<file path="config.mk">
export PLATFORM = sky130hd
export DESIGN_NAME = shift_reg_piso
export DESIGN_NICKNAME = d
export VERILOG_FILES = /design/src/rtl/shift_reg_pkg.sv /design/src/rtl/shift_reg_bitcnt.sv /design/src/rtl/shift_reg_piso.sv
export SDC_FILE = /design/constraint.sdc
export NUM_CORES = 1
export LEC_CHECK = 0
export CAP_MARGIN = 30
export CORE_AREA = 3 3 40 42
export CTS_CLUSTER_DIAMETER = 60
export DETAILED_ROUTE_END_ITERATION = 10
export DIE_AREA = 0 0 43 45
export GPL_ROUTABILITY_DRIVEN = 0
export PLACE_DENSITY = 0.63
export SLEW_MARGIN = 20
export SYNTH_ARGS = -nofsm -noshare
export SYNTH_HDL_FRONTEND = slang
export SYNTH_SLANG_ARGS = --single-unit
</file>
<file path="constraint.sdc">
create_clock -name clk -period 0.81 [get_ports clk]
set_input_delay 0.1215 -clock clk [delete_from_list [all_inputs] [get_ports clk]]
set_output_delay 0.1215 -clock clk [all_outputs]
set_load 0.05 [all_outputs]
</file>
<file path="src/rtl/shift_reg_pkg.sv">
// Shared constants and load/shift arbitration for the glyph-row PISO shifter.
// Imported by the GPU for the glyph row width and by every shift_reg_* block.
package shift_reg_pkg;

    localparam int SHIFT_REG_DEFAULT_WIDTH = 8;

    localparam bit SHIFT_DIR_MSB = 1'b1;
    localparam bit SHIFT_DIR_LSB = 1'b0;

    typedef enum logic [1:0] {
        SR_OP_HOLD  = 2'd0,
        SR_OP_SHIFT = 2'd1,
        SR_OP_LOAD  = 2'd2
    } sr_op_e;

    // A load always beats a shift in the same cycle; the shift is dropped, not deferred.
    function automatic sr_op_e sr_op_select(input logic load, input logic shift);
        sr_op_e op;
        if (load) begin
            op = SR_OP_LOAD;
        end else if (shift) begin
            op = SR_OP_SHIFT;
        end else begin
            op = SR_OP_HOLD;
        end
        return op;
    endfunction

endpackage

</file>
<file path="src/rtl/shift_reg_bitcnt.sv">
// Saturating "bits remaining" counter that tracks a shift_reg_piso stream.
// Only instantiated when SHIFT_REG_STATUS_EN is defined.
module shift_reg_bitcnt
    import shift_reg_pkg::*;
#(
    parameter int WIDTH = SHIFT_REG_DEFAULT_WIDTH,
    parameter int CNT_W = $clog2(WIDTH + 1)
) (
    input  logic             clk,
    input  logic             rst,
    input  sr_op_e           op,
    output logic [CNT_W-1:0] bits_left,
    output logic             empty
);

    logic [CNT_W-1:0] count_r;
    logic [CNT_W-1:0] count_next_s;

    // Next count: reload to WIDTH, count down on shift, stick at zero once drained.
    always_comb begin
        count_next_s = count_r;
        case (op)
            SR_OP_LOAD: begin
                count_next_s = CNT_W'(WIDTH);
            end
            SR_OP_SHIFT: begin
                if (count_r != {CNT_W{1'b0}}) begin
                    count_next_s = count_r - CNT_W'(1);
                end else begin
                    count_next_s = count_r;
                end
            end
            SR_OP_HOLD: begin
                count_next_s = count_r;
            end
            default: begin
                count_next_s = count_r;
            end
        endcase
    end

    // Counter register with synchronous reset.
    always_ff @(posedge clk) begin
        if (rst) begin
            count_r <= {CNT_W{1'b0}};
        end else begin
            count_r <= count_next_s;
        end
    end

    assign bits_left = count_r;
    assign empty     = (count_r == {CNT_W{1'b0}});

endmodule

</file>
<file path="src/rtl/shift_reg_piso.sv">
// Parallel-in serial-out shifter turning one glyph row into a fg/bg pixel stream.
// Define SHIFT_REG_STATUS_EN to add the bits_left / empty status outputs.
module shift_reg_piso
    import shift_reg_pkg::*;
#(
    parameter int   WIDTH     = SHIFT_REG_DEFAULT_WIDTH,
    parameter bit   MSB_FIRST = SHIFT_DIR_MSB,
    parameter logic FILL_BIT  = 1'b0
) (
    input  logic             clk,
    input  logic             rst,
    input  logic [WIDTH-1:0] data_in,
    input  logic             data_in_enable,
    input  logic             shift_enable,
`ifdef SHIFT_REG_STATUS_EN
    output logic [$clog2(WIDTH+1)-1:0] bits_left,
    output logic                       empty,
`endif
    output logic             data_out
);

    sr_op_e           op_s;
    logic [WIDTH-1:0] sr_r;
    logic [WIDTH-1:0] sr_next_s;
    logic [WIDTH-1:0] shifted_s;

    assign op_s = sr_op_select(data_in_enable, shift_enable);

    // Direction is fixed at elaboration, so only one shift network and tap exist.
    generate
        if (MSB_FIRST) begin : g_msb_first
            assign shifted_s = {sr_r[WIDTH-2:0], FILL_BIT};
            assign data_out  = sr_r[WIDTH-1];
        end else begin : g_lsb_first
            assign shifted_s = {FILL_BIT, sr_r[WIDTH-1:1]};
            assign data_out  = sr_r[0];
        end
    endgenerate

    // Next register value chosen by the load/shift/hold arbitration.
    always_comb begin
        sr_next_s = sr_r;
        case (op_s)
            SR_OP_LOAD: begin
                sr_next_s = data_in;
            end
            SR_OP_SHIFT: begin
                sr_next_s = shifted_s;
            end
            SR_OP_HOLD: begin
                sr_next_s = sr_r;
            end
            default: begin
                sr_next_s = sr_r;
            end
        endcase
    end

    // Shift register; reset forces zero so data_out is defined before the first load.
    always_ff @(posedge clk) begin
        if (rst) begin
            sr_r <= {WIDTH{1'b0}};
        end else begin
            sr_r <= sr_next_s;
        end
    end

`ifdef SHIFT_REG_STATUS_EN
    shift_reg_bitcnt #(
        .WIDTH (WIDTH)
    ) u_bitcnt (
        .clk       (clk),
        .rst       (rst),
        .op        (op_s),
        .bits_left (bits_left),
        .empty     (empty)
    );
`endif

endmodule

</file>
==> impl_metrics.json <==
{
  "dp_hpwl_um": 564,
  "grt-ovfl-total": 0,
  "min_path_type": "in2reg",
  "synth-seq-area-share_pct": 44.1,
  "die_h_um": 45,
  "crit_buf_inv": 1,
  "cts_sinks": 8,
  "maxSlewViolCount": 0,
  "vias_per_cell": 4.66,
  "nets": 66,
  "reg.largest.list": "sr_r: 8 flops",
  "grtUsageTotal_pct": 9.59,
  "die_w_um": 43,
  "ant_nets": 0,
  "max_freq_ghz": 1.16,
  "synth_fp_nets": 47,
  "wirelength_um": 770,
  "reg2reg_depth": 2,
  "post_cts_buffers": 0,
  "cts_root_buffer": "clkbuf_4",
  "ios": 13,
  "yosys.cell_types.count": 10,
  "route.detailed.drc": 0,
  "synth_largest_area_cell": "dfxtp_1",
  "wire_per_inst_um": 11.3,
  "crit_type": "reg2out",
  "cts_buffers": 3,
  "min_period_ns": 0.862,
  "synthCells": 35,
  "setup_ws_ns": -0.0522,
  "fin_crit_sh_pct": 106,
  "io_buffers": 12,
  "cts_tree": "built",
  "start_util_pct": 28.2,
  "grt_max_degree": 9,
  "worstPathRequired_ns": 0.69,
  "h-tree-depth": 1,
  "hold_depth": 2,
  "final_common_cell": "clkdlybuf4s50_1",
  "vias": 317,
  "status": "finished with violations",
  "crit_path_end_kind": "primary output",
  "ir_drop_mv": 0.497,
  "powerDensity_nw_per_um2": 1680,
  "area_growth_pct": 53.8,
  "grt_pass1_wl_um": 1310,
  "dieArea_um2": 1940,
  "syn_area_um2": 363,
  "cp_max_fo": 2,
  "placed_cells": 64,
  "leakage_nw": 0.237,
  "rsz0062_at_grt": "yes",
  "rows": 13,
  "relSlewSlack_pct": 78.4,
  "mostFrequentLayoutCells": "clkdlybuf4s50_1 (8), mux2i_1 (7), nor2b_1 (7), a211oi_1 (7), dfxtp_1 (6)",
  "worstPathArrival_ns": 0.74,
  "diodes": 0,
  "synth.avg_cell_area_um2": 10.4,
  "drtIter0Drc": 1,
  "yosys_register_bits": 8,
  "ys.warnings.count": 0,
  "largest_reg_flops": 8,
  "drive_gt1_share_pct": 20.8,
  "synth_area_leaders": "dfxtp_1 (44%), mux2i_1 (19%), a211oi_1 (14%), nor2b_1 (12%), buf_6 (3.1%)",
  "finClkSkew_ns": 0.00196,
  "regMostFlops": "sr_r",
  "preCtsSetupSlack_ns": -0.439,
  "fill_cells": 133,
  "clockBufferDepth": 2,
  "instances_no_fill": 68,
  "cp_top_family": "flip-flops",
  "crit_path_max_incr_delay_ns": 0.35,
  "crit_cells": 1,
  "cp_slowest_cell": "dfxtp_4",
  "whs_ns": 0.246,
  "clk_latency_ns": 0.25,
  "synth_top_area_share_pct": 44.1,
  "start_kind": "flop",
  "finalHoldViolations": 0,
  "drv_cap": 0,
  "path_cells": "buf_12",
  "antenna_found_initial": 0,
  "drt-pass1-iter-count": 2,
  "grt_pass1_vias": 319,
  "clk_pin_slew_worst_paths_ns": 0.06,
  "failed_checks": "negative setup slack",
  "worst_slew_pin_slew_ns": 0.324,
  "setup_viol": 2,
  "design.core.area_um2": 1280
}
## routing by layer
| metal | track usage (%) | wire, um | vias up |
|---|---|---|---|
| met5 | 0 | 0 | - |
| met4 | 7.23 | 4 | 0 |
| met3 | 5.18 | 86 | 2 |
| met2 | 14.7 | 339 | 14 |
| met1 | 9.93 | 339 | 138 |
| li1 | - | - | 163 |
## cell usage after synthesis (all sizes together)
library cell,n
nand2,1
buf,2
a21oi,1
mux2i,7
nor2b,7
dfxtp,8
a211oi,7
inv,1
or3b,1
## power breakdown
| group | internal [mW] | switching (mW) | total [mW] |
|---|---|---|---|
| clock network | 0.189 | 0.138 | 0.327 |
| registers | 0.422 | 0.0151 | 0.437 |
| logic | 0.106 | 0.0675 | 0.173 |
| total | 0.716 | 0.221 | 0.937 |
## layout make-up
cell class	count	area, um^2	share of cell area [%]
flip-flops and latches	8	165	29.6
multi-input cells	24	184	33.0
well taps	15	18.8	3.36
inverters	1	3.75	0.673
clock buffers	4	26.3	4.71
repair buffers	16	160	28.7
## what timing repair did
item / CTS / global route
hold buffers: 0 / 0
gates resized for setup: 4 / 1
setup endpoints to repair: 9 / 6
## cells by family (layout without fill, tap and decap cells)
kind of cell           Yosys count  after routing  synth area share, %
buffers and inverters            3             21                 5.17
multiplexers                     7              7                 19.3
AND/OR/NAND/NOR                  9              9                 15.5
flip-flops                       8              8                 44.1
AO/OA/AOI/OAI                    8              8                 15.9
## stage by stage
step	utilization [%]	setup TNS (ns)	instance area [um^2]	total power, mW
after floorplan	-	0	367	0.526
after global placement	41.3	-3.25	531	0.622
after detailed placement	41.3	-3.30	531	0.623
after CTS	43.2	-0.114	556	0.951
after global routing	43.4	-0.148	558	0.984
final	43.4	-0.0913	558	0.937
## final timing paths
path / from / to / slack [ns]
worst max-delay path: sr_r[7]$_SDFFE_PP0P_ / data_out / -0.05
worst min register to register: sr_r[0]$_SDFFE_PP0P_ / sr_r[0]$_SDFFE_PP0P_ / 0.55
worst min-delay path: rst / sr_r[0]$_SDFFE_PP0P_ / 0.25
worst max register to register: sr_r[0]$_SDFFE_PP0P_ / sr_r[0]$_SDFFE_PP0P_ / -0.04
(Power assumes the default switching activity.)
